===== src/rtl/game_sequencer.sv =====
// game_sequencer: round life-cycle sequencer for the flappy-bird core.
// IDLE -> COUNT (countdown) -> PLAY -> OVER -> COUNT ... on the 100 ms tick.
// Drives core reset/run, latches the final score, tracks the session best
// and blinks a new-record indicator while the game-over scene is shown.
// Optional feature macro: GAME_SEQ_PAUSE_EN adds a PAUSE state toggled by
// rising edges of pause_btn while playing.
module game_sequencer #(
  parameter int COUNT_SEC     = 3,
  parameter int TICKS_PER_SEC = 10,
  parameter int OVER_HOLD     = 20,
  parameter int BLINK_TICKS   = 5
) (
  input  logic        clk_100ms,
  input  logic        rst,
  input  logic        start_btn,
  input  logic        pause_btn,
  input  logic        fail_in,
  input  logic [15:0] score_in,
  output logic [2:0]  state,
  output logic        core_rst_n,
  output logic        core_run,
  output logic [1:0]  countdown,
  output logic [15:0] final_score,
  output logic [15:0] high_score,
  output logic        new_record,
  output logic        blink
);
  localparam logic [2:0] S_IDLE  = 3'd0;
  localparam logic [2:0] S_COUNT = 3'd1;
  localparam logic [2:0] S_PLAY  = 3'd2;
  localparam logic [2:0] S_OVER  = 3'd3;
  localparam logic [2:0] S_PAUSE = 3'd4;

  localparam int TW = $clog2(TICKS_PER_SEC + 1);
  localparam int HW = $clog2(OVER_HOLD + 1);
  localparam int BW = $clog2(BLINK_TICKS + 1);

  logic [TW-1:0] tick_cnt;
  logic [HW-1:0] hold_cnt;
  logic [BW-1:0] blink_cnt;

  // The lock bit is set by reset and only clears once the button is seen
  // low, so a button held through reset never produces a spurious edge.
  logic start_q, start_lock, start_edge;
  assign start_edge = start_btn & ~start_q & ~start_lock;

  // Start button history and post-reset lock.
  always_ff @(posedge clk_100ms) begin
    if (!rst) begin
      start_q    <= 1'b0;
      start_lock <= 1'b1;
    end else begin
      start_q    <= start_btn;
      start_lock <= start_lock & start_btn;
    end
  end

`ifdef GAME_SEQ_PAUSE_EN
  logic pause_q, pause_lock, pause_edge;
  assign pause_edge = pause_btn & ~pause_q & ~pause_lock;

  // Pause button history and post-reset lock.
  always_ff @(posedge clk_100ms) begin
    if (!rst) begin
      pause_q    <= 1'b0;
      pause_lock <= 1'b1;
    end else begin
      pause_q    <= pause_btn;
      pause_lock <= pause_lock & pause_btn;
    end
  end
`else
  logic unused_pause;
  assign unused_pause = pause_btn;
`endif

  // Round FSM; core_rst_n/core_run are written alongside each state change
  // so they always describe the state being entered.
  always_ff @(posedge clk_100ms) begin
    if (!rst) begin
      state       <= S_IDLE;
      core_rst_n  <= 1'b0;
      core_run    <= 1'b0;
      countdown   <= '0;
      final_score <= '0;
      high_score  <= '0;
      new_record  <= 1'b0;
      blink       <= 1'b0;
      tick_cnt    <= '0;
      hold_cnt    <= '0;
      blink_cnt   <= '0;
    end else begin
      case (state)
        S_IDLE: begin
          if (start_edge) begin
            state     <= S_COUNT;
            countdown <= 2'(COUNT_SEC);
            tick_cnt  <= TW'(TICKS_PER_SEC - 1);
          end
        end
        S_COUNT: begin
          if (tick_cnt == '0) begin
            if (countdown == 2'd1) begin
              state      <= S_PLAY;
              countdown  <= '0;
              core_rst_n <= 1'b1;
              core_run   <= 1'b1;
            end else begin
              countdown <= countdown - 2'd1;
              tick_cnt  <= TW'(TICKS_PER_SEC - 1);
            end
          end else begin
            tick_cnt <= tick_cnt - TW'(1);
          end
        end
        S_PLAY: begin
          // A crash wins over a simultaneous pause request.
          if (fail_in) begin
            state       <= S_OVER;
            core_run    <= 1'b0;
            final_score <= score_in;
            hold_cnt    <= HW'(OVER_HOLD);
            blink_cnt   <= '0;
            blink       <= 1'b0;
            if (score_in > high_score) begin
              high_score <= score_in;
              new_record <= 1'b1;
            end else begin
              new_record <= 1'b0;
            end
          end
`ifdef GAME_SEQ_PAUSE_EN
          else if (pause_edge) begin
            state    <= S_PAUSE;
            core_run <= 1'b0;
          end
`endif
        end
        S_OVER: begin
          // Early start presses are dropped, not remembered.
          if (start_edge && hold_cnt == '0) begin
            state      <= S_COUNT;
            core_rst_n <= 1'b0;
            countdown  <= 2'(COUNT_SEC);
            tick_cnt   <= TW'(TICKS_PER_SEC - 1);
            new_record <= 1'b0;
            blink      <= 1'b0;
            blink_cnt  <= '0;
          end else begin
            if (hold_cnt != '0) hold_cnt <= hold_cnt - HW'(1);
            if (new_record) begin
              if (blink_cnt == BW'(BLINK_TICKS - 1)) begin
                blink     <= ~blink;
                blink_cnt <= '0;
              end else begin
                blink_cnt <= blink_cnt + BW'(1);
              end
            end
          end
        end
`ifdef GAME_SEQ_PAUSE_EN
        S_PAUSE: begin
          if (pause_edge) begin
            state    <= S_PLAY;
            core_run <= 1'b1;
          end
        end
`endif
        default: begin
          state      <= S_IDLE;
          core_rst_n <= 1'b0;
          core_run   <= 1'b0;
          countdown  <= '0;
        end
      endcase
    end
  end
endmodule


===== config.mk =====
export PLATFORM = sky130hd
export DESIGN_NAME = game_sequencer
export DESIGN_NICKNAME = d
export VERILOG_FILES = /design/src/rtl/game_sequencer.sv
export SDC_FILE = /design/constraint.sdc
export NUM_CORES = 1
export LEC_CHECK = 0
export CAP_MARGIN = 10
export CORE_MARGIN = 4
export CORE_UTILIZATION = 35
export CTS_BUF_LIST = sky130_fd_sc_hd__clkbuf_8
export DETAILED_ROUTE_END_ITERATION = 10
export GPL_TIMING_DRIVEN = 0
export PLACE_DENSITY = 0.61
export SLEW_MARGIN = 20
export SYNTH_ARGS = -nofsm -noshare
export SYNTH_HDL_FRONTEND = slang
export SYNTH_SLANG_ARGS = --single-unit

===== constraint.sdc =====
create_clock -name clk_100ms -period 1.9 [get_ports clk_100ms]
set_input_delay 0.38 -clock clk_100ms [delete_from_list [all_inputs] [get_ports clk_100ms]]
set_output_delay 0.38 -clock clk_100ms [all_outputs]
set_load 0.02 [all_outputs]

==> out/results.txt <==
DR WL/cell -> 14.5 microns
startpoint types -> register
Worst Setup SP -> high_score[10]
# fillers -> 719
total die area -> 0.00939 sq mm
clk slew on worst S/H paths -> 0.10 ns
Max FO, Critical Path -> 8
Synthesized Nets -> 377
Max-slew headroom -> 49.6%
final hold violation count -> 0
Max stage delay on crit path -> 0.37 ns
CTS sink cnt -> 54
unrepaired setup endpoints after global routing -> yes
critical setup path kind -> register to register
Slew Limit Fails -> 0
Hold Path Class -> primary input to register
Residual DRC -> 0
DRT iter0 DRCs -> 84
post-synthesis cell area -> 0.00277 sq mm
syn avg cell area -> 8.43 sq um
worst path bufs/invs -> 2
Lkg Pwr -> 1.48 nW
die height -> 96.9 microns
share of cells above drive strength 1 -> 29.2%
CTS buffer count -> 5
Finished Cell Area -> 0.00414 sq mm
failing checks -> negative setup slack
FF+latch count, synth -> 54
CP cell instances -> inv_4, ha_4, nand4_1, nor4_4, a21bo_2, a31oi_4, buf_6, nand3_2, o31ai_2
dpl hpwl -> 5160 microns
placeable core area -> 0.00769 sq mm
fin cells -> 516
Vias -> 2544
DRT Pass-1 Iters -> 6
antenna fix cells -> 0
distinct cell type count after synthesis -> 47
PwrDens -> 900 mW/mm^2
Clock Skew -> 0.00774 ns
grt ovf -> 0
CTS tree -> done
actual slew at the worst max-slew pin -> 0.755 ns
setup ws final -> -0.329 ns
number of global-route vias before repair -> 2390
Worst VDD drop -> 384 uV
Post-DRT Antenna Nets -> 0
maxcap violations -> 0
status -> finished with violations
Seq/Total Area, Yosys -> 39.1%
largest net degree at the start of global routing -> 17
hold-fix buffers at CTS -> 0
final net count -> 462
CP max-delay cell -> dfxtp_4
area growth from synthesis to layout -> 49.6%
most used flip-flop cell after synthesis -> dfxtp_1
Vias/cell -> 4.93
Tcrit/Tclk final -> 117%
fmax -> 0.449 GHz
WP data arrival -> 2.45 ns
DP Area -> 0.00359 sq mm
RR Startpoint -> high_score[10]
Setup-failing EPs final -> 23
first-pass GRT wire length -> 11800 microns
row cnt -> 32
Gate Count Post-Synth -> 328
DP Cell Count -> 488
Worst path depth -> 9
Hold Crit Depth -> 3
H-tree lvl count -> 2
delay-heaviest family, CP -> compound AO/OA/AOI/OAI gates
Post-synth EDFFs -> 0
Critical path destination -> high_score[15]
reg2reg setup slack -> -0.33 ns
async set or reset register ratio after synthesis -> 0%
fin crit period -> 2.23 ns
Total Negative Setup Slacks -> -5.09 ns
port buffer count -> 58
Critical Path RT -> 2.12 ns
FF-to-FF End -> high_score[15]
cells on worst reg2reg path -> 9
total track usage -> 15.1%
GPL Wtd Cong -> 0.799
Ports -> 62
power consumption -> 3.72 mW
Die W -> 96.9 microns
Initial Utilization -> 36.0%
drt total wl -> 7460 microns
clk root buf -> clkbuf_8
CP endpoint kind -> register
Syn. warnings -> 0
Worst-Skew Late Latency -> 0.31 ns
initial antenna violation count -> 0
Max clock buf depth -> 2
## logic make-up after synthesis
kind of cell             count (synthesis)  share of synthesized area [%]
XOR/XNOR                                 5                           1.58
AND/OR/NAND/NOR                        119                           20.6
multiplexers                             1                          0.362
other                                    1                          0.136
buffers and inverters                   43                           6.11
flip-flops                              54                           39.1
adder cells (fa/ha/maj)                 28                           12.7
AO/OA/AOI/OAI                           77                           19.5
## layout by cell type, fill, tap and decap left out, types with 6 or more instances in the layout
cell and count:
a21oi_1 21, nor2_1 13, o21ai_0 7, ha_1 18
clkbuf_1 7, inv_2 8, buf_4 21, dlygate4sd2_1 12
inv_1 19, clkdlybuf4s50_1 45, nand3_2 16, a21boi_0 11
o31ai_2 7, dfxtp_1 39, ha_4 9, nand3_1 6
nand2_1 50, dfxtp_2 11, o31ai_1 8
## sequential cells by signal, summed over array words and instances (netlist names), 2 cells and up
register and cells:
hold_cnt 5, high_score 16, blink_cnt 3, tick_cnt 4, countdown 2, state 2
final_score 16
## cells in the mapped netlist, drive strengths merged, types with 2 or more instances
cell type	number	area [sq um]
nand2b	4	25.0
and2	3	18.8
inv	28	105
o21ai	11	55.1
nand2	52	195
o31ai	15	113
nand4	3	18.8
clkbuf	11	41.3
nor2b	2	12.5
nor3	4	20.0
nor2	17	73.8
a21oi	24	124
xor2	2	17.5
buf	4	22.5
dfxtp	54	1080
a21boi	13	97.6
ha	28	350
o21a	3	22.5
or3	2	12.5
a21o	2	15.0
nor4	2	12.5
xnor2	3	26.3
nand3	22	110
a31oi	2	27.5
## power by group
part / leakage, nW / internal, mW / switching [mW]
Clock: 0.0556 / 0.389 / 0.383
Sequential: 0.446 / 1.27 / 0.117
Combinational: 0.975 / 0.741 / 0.824
## metal layers
metal	GRT usage, %	vias up	part of all wire, %
met2	24.5	47	47
met4	4.54	0	1.6
met5	0	-	0
li1	-	1291	-
met3	2.16	9	2.7
met1	20.8	1197	48
## through the flow
| stage | setup slack, ns | utilization (%) | hold WS [ns] |
|---|---|---|---|
| 4_1_cts | -0.289 | 49.9 | 0.453 |
| 6_report | -0.329 | 53.8 | 0.368 |
| 3_3_place_gp | -0.789 | 46.7 | 0.436 |
| 3_5_place_dp | -0.824 | 46.7 | 0.443 |
| 2_1_floorplan | -0.0578 | - | 0.419 |
| 5_1_grt | -0.470 | 53.8 | 0.388 |
## how the worst min path moves through the flow
stage / start / endpoint / slack [ns]
floorplan: start_lock / start_lock / 0.42
global route: score_in[15] / high_score[15] / 0.39
detailed placement: start_lock / start_lock / 0.44
CTS: start_btn / start_lock / 0.45
finish: score_in[15] / final_score[15] / 0.37
global placement: start_lock / start_lock / 0.44
## layout make-up
| cell class | instances | area, sq um | area share (%) |
|---|---|---|---|
| clock inverter | 3 | 41.3 | 0.998 |
| timing repair buffer | 80 | 733 | 17.7 |
| buffer | 13 | 77.6 | 1.87 |
| tap | 102 | 128 | 3.08 |
| multi-input combinational | 231 | 1870 | 45.2 |
| clock buffer | 5 | 68.8 | 1.66 |
| inverter | 28 | 110 | 2.66 |
| sequential | 54 | 1110 | 26.8 |
## worst min-delay path, cell delays in order
cell and delay (ns):
clkbuf_2 0.13, nand2_1 0.07, a21oi_1 0.05
## what timing repair did
item,4_1_cts,5_1_grt
pin swaps,15,12
gates resized for setup,39,50
endpoints found under the setup margin,44,42
cloned,2,1
buffers inserted,7,12
(Power assumes the default switching activity.)
